<file path="config.mk">
export PLATFORM = sky130hd
export DESIGN_NAME = uart_tx_sched
export DESIGN_NICKNAME = d
export VERILOG_FILES = /design/src/rtl/uart_tx_sched.sv
export SDC_FILE = /design/constraint.sdc
export NUM_CORES = 1
export LEC_CHECK = 0
export BUFFER_PORTS_ARGS = -buffer_cell sky130_fd_sc_hd__clkbuf_2
export CAP_MARGIN = 40
export CELL_PAD_IN_SITES_DETAIL_PLACEMENT = 1
export CELL_PAD_IN_SITES_GLOBAL_PLACEMENT = 1
export CORE_ASPECT_RATIO = 0.9
export CORE_MARGIN = 2
export CORE_UTILIZATION = 25
export CTS_CLUSTER_DIAMETER = 80
export DETAILED_ROUTE_END_ITERATION = 6
export PLACE_DENSITY_LB_ADDON = 0.25
export SLEW_MARGIN = 20
export SYNTH_ARGS = -nofsm -noshare
export SYNTH_HDL_FRONTEND = slang
export SYNTH_SLANG_ARGS = --single-unit
export TNS_END_PERCENT = 30
</file>
<file path="constraint.sdc">
create_clock -name clk -period 2.9 [get_ports clk]
set_input_delay 0.29 -clock clk [delete_from_list [all_inputs] [get_ports clk]]
set_output_delay 0.29 -clock clk [all_outputs]
set_load 0.005 [all_outputs]
</file>
<file path="src/rtl/uart_tx_sched.sv">
// Round-robin scheduler that shares one UART byte transmitter among NUM_REQ packet sources.
// A grant is held for a whole packet; bytes are separated by an idle gap and guarded by a timeout.
module uart_tx_sched #(
    parameter int NUM_REQ     = 2,
    parameter int GAP_CYCLES  = 16,
    parameter int TIMEOUT_CYC = 2000000
) (
    input  logic                   clk,
    input  logic                   rst_n,
    input  logic [2:0]             cfg_baud,
    input  logic [NUM_REQ-1:0]     req_valid,
    input  logic [8*NUM_REQ-1:0]   req_data,
    input  logic [NUM_REQ-1:0]     req_last,
    output logic [NUM_REQ-1:0]     req_ready,
    output logic [7:0]             tx_byte,
    output logic [2:0]             tx_baud,
    output logic                   tx_send_en,
    input  logic                   tx_done,
    output logic                   busy,
    output logic [2:0]             grant_id,
    output logic                   pkt_done,
    output logic                   err_timeout
);
    localparam int TW = $clog2(TIMEOUT_CYC + 1);
    localparam int GW = (GAP_CYCLES > 1) ? $clog2(GAP_CYCLES) : 1;
    localparam logic [TW-1:0] TMO_LAST = TW'(TIMEOUT_CYC - 1);
    localparam logic [GW-1:0] GAP_LAST = GW'(GAP_CYCLES - 1);

    typedef enum logic [1:0] {IDLE, LOAD, SEND, GAP} state_t;

    state_t          state, state_nxt;
    logic            done_q, done_rise, last_q, rel_q;
    logic [TW-1:0]   timer;
    logic [GW-1:0]   gap_cnt;
    logic [2:0]      rr_ptr, rr_next, winner;
    logic [3:0]      idx_sum;
    logic            found, handshake, timeout;
    logic [7:0]      valid_ext, last_ext;
    logic [63:0]     data_ext;

    // Widen per-requester buses so a 3-bit index can select any requester.
    assign valid_ext = 8'(req_valid);
    assign last_ext  = 8'(req_last);
    assign data_ext  = 64'(req_data);

    assign done_rise = tx_done & ~done_q;
    assign handshake = (state == LOAD) && valid_ext[grant_id];
    assign timeout   = (timer == TMO_LAST);
    assign rr_next   = (grant_id == 3'(NUM_REQ - 1)) ? 3'd0 : grant_id + 3'd1;
    assign busy      = (state != IDLE);
    assign req_ready = (state == LOAD) ? (NUM_REQ'(1) << grant_id) : '0;

    // First valid requester at or after rr_ptr, wrapping around.
    always_comb begin
        found   = 1'b0;
        winner  = rr_ptr;
        idx_sum = '0;
        for (int k = 0; k < NUM_REQ; k++) begin
            idx_sum = {1'b0, rr_ptr} + 4'(k);
            if (idx_sum >= 4'(NUM_REQ)) idx_sum = idx_sum - 4'(NUM_REQ);
            if (!found && valid_ext[idx_sum[2:0]]) begin
                found  = 1'b1;
                winner = idx_sum[2:0];
            end
        end
    end

    always_ff @(posedge clk) begin
        if (!rst_n) state <= IDLE;
        else        state <= state_nxt;
    end

    always_comb begin
        state_nxt = state;
        case (state)
            IDLE: if (found) state_nxt = LOAD;
            LOAD: if (handshake || timeout) state_nxt = handshake ? SEND : GAP;
            SEND: if (done_rise || timeout) state_nxt = GAP;
            GAP:  if (gap_cnt == GAP_LAST) state_nxt = rel_q ? IDLE : LOAD;
            default: state_nxt = IDLE;
        endcase
    end

    always_ff @(posedge clk) begin
        if (!rst_n) begin
            done_q      <= 1'b0;
            tx_send_en  <= 1'b0;
            tx_byte     <= 8'd0;
            tx_baud     <= 3'd0;
            grant_id    <= 3'd0;
            rr_ptr      <= 3'd0;
            timer       <= '0;
            gap_cnt     <= '0;
            last_q      <= 1'b0;
            rel_q       <= 1'b0;
            pkt_done    <= 1'b0;
            err_timeout <= 1'b0;
        end else begin
            done_q      <= tx_done;
            pkt_done    <= 1'b0;
            err_timeout <= 1'b0;
            case (state)
                IDLE: if (found) begin
                    grant_id <= winner;
                    tx_baud  <= cfg_baud;
                    timer    <= '0;
                    rel_q    <= 1'b0;
                end
                LOAD: begin
                    if (handshake) begin
                        tx_byte    <= data_ext[{grant_id, 3'b000} +: 8];
                        last_q     <= last_ext[grant_id];
                        tx_send_en <= 1'b1;
                        timer      <= '0;
                    end else if (timeout) begin
                        err_timeout <= 1'b1;
                        rel_q       <= 1'b1;
                        rr_ptr      <= rr_next;
                        gap_cnt     <= '0;
                    end else begin
                        timer <= timer + 1'b1;
                    end
                end
                SEND: begin
                    // A done edge in the same cycle as the timeout still counts as success.
                    if (done_rise) begin
                        tx_send_en <= 1'b0;
                        gap_cnt    <= '0;
                        if (last_q) begin
                            pkt_done <= 1'b1;
                            rel_q    <= 1'b1;
                            rr_ptr   <= rr_next;
                        end
                    end else if (timeout) begin
                        tx_send_en  <= 1'b0;
                        err_timeout <= 1'b1;
                        rel_q       <= 1'b1;
                        rr_ptr      <= rr_next;
                        gap_cnt     <= '0;
                    end else begin
                        timer <= timer + 1'b1;
                    end
                end
                GAP: begin
                    gap_cnt <= gap_cnt + 1'b1;
                    timer   <= '0;
                end
                default: ;
            endcase
        end
    end
endmodule
</file>
==> impl_metrics.env <==
export IMPL_worst_setup_path_type="reg2reg"
export IMPL_grt_max_degree=22
export IMPL_tritoncts="yes"
export IMPL_worstHoldStart="cfg_baud[1]"
export IMPL_outcome="finished, final reports clean"
export IMPL_synthesis_area_sq_um=2800
export IMPL_data_arrival_time_of_the_worst_path_ns=2.62
export IMPL_setup_tns_final_ns=0
export IMPL_ios=46
export IMPL_crit_path_max_fanout=21
export IMPL_cp_slowest_stage_delay_ns=0.54
export IMPL_drive_above_1_share_pct=18.18
export IMPL_portBuffers=45
export IMPL_worstSkewPairLatency_ns=0.29
export IMPL_cts_root_buf="sky130_fd_sc_hd__clkbuf_16"
export IMPL_hold_path_endpoint="tx_baud[1]$_SDFFE_PN0P_"
export IMPL_timing_rr_end="timer[3]$_SDFFE_PN0P_"
export IMPL_layout_filler_cells=1293
export IMPL_p_per_area_nw_per_um2=639.9
export IMPL_synth_top_cell_by_area="sky130_fd_sc_hd__dfxtp_1"
export IMPL_grt_util_all_layers_pct=14.00
export IMPL_post_cts_resized_instances=0
export IMPL_synthMostInstantiatedCell="sky130_fd_sc_hd__dfxtp_1"
export IMPL_timing_critical_path_from_type="flip-flop"
export IMPL_num_vias=2706
export IMPL_synth_warnings=0
export IMPL_regArea_sq_um=1001
export IMPL_die_w_um=115.6
export IMPL_clock_skew_ns=0.008550
export IMPL_clock_transition_time_at_the_flip_flop_clock_pins_of_the_worst_setup_and_hold_paths_ns=0.07
export IMPL_finalSetupViolations=0
export IMPL_async_flop_share_pct=0
export IMPL_r2r_start="rr_ptr[0]$_SDFFE_PN0P_"
export IMPL_holdBufCountCts=0
export IMPL_hold_path_depth=3
export IMPL_multi_input_area_sq_um=1674
export IMPL_clock_sinks=50
export IMPL_postSynthAreaPerCell_sq_um=8.409
export IMPL_initial_antenna_violation_count=0
export IMPL_synth_seq_area_share_pct=35.75
export IMPL_area_growth_pct=18.95
export IMPL_cts_buffers=5
export IMPL_core_area_sq_um=10860
export IMPL_upper_clock_frequency_limit_ghz=0.4184
export IMPL_drt_antenna_violating_nets=0
export IMPL_setup_slack_reg_to_reg_ns=0.51
export IMPL_overflow=0
export IMPL_detailedPlacementHpwl_um=6111
export IMPL_n_antenna_cell=0
export IMPL_number_of_hold_violations_in_the_final_report=0
export IMPL_final_core_utilization_pct=30.68
export IMPL_grt_first_pass_wirelength_um=13810
export IMPL_worstHoldPathType="in2reg"
export IMPL_slew_headroom_pct=58.81
export IMPL_synthCells=333
export IMPL_cpMostUsedCell="sky130_fd_sc_hd__buf_4"
export IMPL_ys_seq_elements=50
export IMPL_final_period_utilization_pct=82.42
export IMPL_synth_commonest_cells="sky130_fd_sc_hd__dfxtp_1 (50), sky130_fd_sc_hd__a21oi_1 (32), sky130_fd_sc_hd__nand2_1 (25)"
export IMPL_htreeDepth=2
export IMPL_worst_slew_pin_slew_ns=0.6126
export IMPL_crit_path_required_time_ns=3.13
export IMPL_p_leak_nw=1.247
export IMPL_detail_route_first_pass_iterations=4
export IMPL_netlist_cell_type_count=49
export IMPL_floorplan_die_height_um=104.4
export IMPL_die_area_sq_um=12060
export IMPL_drc=0
export IMPL_initial_utilization_pct=25.80
export IMPL_cell_breakdown_of_the_critical_path="inv_1, ha_1, nand2b_1, mux2i_1, buf_4, a211oi_4, buf_4, or4_1, a21oi_1"
export IMPL_finalWorstPathRequiredPeriod_ns=2.390
export IMPL_final_nets=414
export IMPL_via_count_of_the_first_global_routing_pass=2678
export IMPL_routabilityCongestion=0.7379
export IMPL_ir_worst_vdd_uv=233.9
export IMPL_synthTopCellsByArea="sky130_fd_sc_hd__dfxtp_1 (36%), sky130_fd_sc_hd__mux2i_1 (6.1%), sky130_fd_sc_hd__ha_1 (5.8%), sky130_fd_sc_hd__a21oi_1 (5.7%), sky130_fd_sc_hd__nand3_1 (3.9%)"
export IMPL_unrepaired_setup_endpoints_after_global_routing="false"
export IMPL_synth_net_count=372
export IMPL_synth_edf_count=0
export IMPL_cap_violations=0
export IMPL_maxSlewViolCount=0
export IMPL_post_cts_buffers=0
export IMPL_cts_root_to_sink_buffers=2
export IMPL_critPathSlowestCell="sky130_fd_sc_hd__dfxtp_1"
export IMPL_routed_wirelength_um=8206
export IMPL_standard_cell_rows=36
export IMPL_worst_setup_path_end_kind="flip-flop"
export IMPL_viasPerCell=5.144
export IMPL_ff2ff_path_depth=9
export IMPL_ys_flop_type="sky130_fd_sc_hd__dfxtp_1"
export IMPL_synth_top_area_share_pct=35.75
export IMPL_detail_routed_net_length_per_standard_cell_um=15.60
export IMPL_dr_first_iter_drc_count=124
sequential cells by signal (all words and copies together), names as in the netlist:
signal	cells
done_q	1
err_timeout	1
gap_cnt	4
grant_id	3
last_q	1
pkt_done	1
rel_q	1
rr_ptr	3
state	2
timer	21
tx_baud	3
tx_byte	8
tx_send_en	1
worst max-delay path: cells and delay by family, from the launching register on:
family | cells | cell delay (ns)
AND/OR/NAND/NOR | 2 | 0.66
flip-flops | 1 | 0.54
buffers and inverters | 3 | 0.50
multiplexers | 1 | 0.20
AO/OA/AOI/OAI | 2 | 0.21
adder cells (fa/ha/maj) | 1 | 0.20
layout by cell type, fill, tap and decap left out, drive strengths merged, types with 2 or more instances in the layout:
master  instances
a21oi          33
or3             6
clkbuf         51
nand2b          3
or4            11
inv            11
nand3          22
nor3           15
a211o           2
o22ai           2
mux2i          17
o32ai           2
o221ai          2
buf             8
dfxtp          50
a311oi          3
ha             13
nor2           17
and2            3
nand4           3
and4            6
a31oi           4
xor2            2
and3           10
a211oi          5
nor4            2
a21o            3
nand2          25
o31ai          14
o211ai          2
o21ai          15
power by group:
group | total, mW | internal (mW) | switching, mW
Clock | 0.586 | 0.334 | 0.252
Sequential | 0.793 | 0.745 | 0.0481
Combinational | 0.752 | 0.277 | 0.475
routing by layer:
| layer | GRT usage, % | wire (um) | vias to the layer above |
|---|---|---|---|
| met5 | 0 | 0 | - |
| met4 | 3.442 | 85 | 0 |
| met3 | 2.448 | 201 | 7 |
| met2 | 21.30 | 3683 | 43 |
| met1 | 20.31 | 4236 | 1317 |
| li1 | - | - | 1339 |
metrics by stage:
stage,hold slack [ns],power [mW],std cells,setup slack [ns],cell area (sq um)
2_1_floorplan,0.4117,1.312,333,0.6892,2800
4_1_cts,0.2326,2.156,526,0.5002,3331
5_1_grt,0.2554,2.273,526,0.3810,3331
6_report,0.2347,2.131,526,0.5098,3331
3_3_place_gp,0.4590,1.547,520,0.6118,3192
3_5_place_dp,0.4763,1.562,520,0.5238,3192
worst max-delay path by stage:
stage | startpoint | endpoint | slack [ns] | depth (start not counted)
2_1_floorplan | rr_ptr[0]$_SDFFE_PN0P_ | timer[12]$_SDFFE_PN0P_ | 0.69 | 9
4_1_cts | rr_ptr[0]$_SDFFE_PN0P_ | timer[3]$_SDFFE_PN0P_ | 0.50 | 9
5_1_grt | rr_ptr[0]$_SDFFE_PN0P_ | timer[4]$_SDFFE_PN0P_ | 0.38 | 9
3_5_place_dp | rr_ptr[0]$_SDFFE_PN0P_ | timer[3]$_SDFFE_PN0P_ | 0.52 | 9
3_3_place_gp | rr_ptr[0]$_SDFFE_PN0P_ | timer[5]$_SDFFE_PN0P_ | 0.61 | 9
6_report | rr_ptr[0]$_SDFFE_PN0P_ | timer[3]$_SDFFE_PN0P_ | 0.51 | 9
layout make-up:
cell class | count | area share (%)
Multi-Input combinational cell | 254 | 50.26
Sequential cell | 50 | 30.05
Tap cell | 152 | 5.710
Inverter | 11 | 1.240
Clock buffer | 6 | 4.170
Timing Repair Buffer | 53 | 8.565
cells by family (layout without fill, tap and decap cells):
kind of cell    Yosys count  count (layout)  synth area share (%)
flops                    50              50                 35.75
xor+xnor                  2               2                0.6257
buf+inv                  29              70                 4.736
compound gates           92              92                 21.49
fa+ha+maj                13              13                 5.809
mux                      17              17                 6.077
simple gates            130             130                 25.51
(Power assumes the default switching activity.)
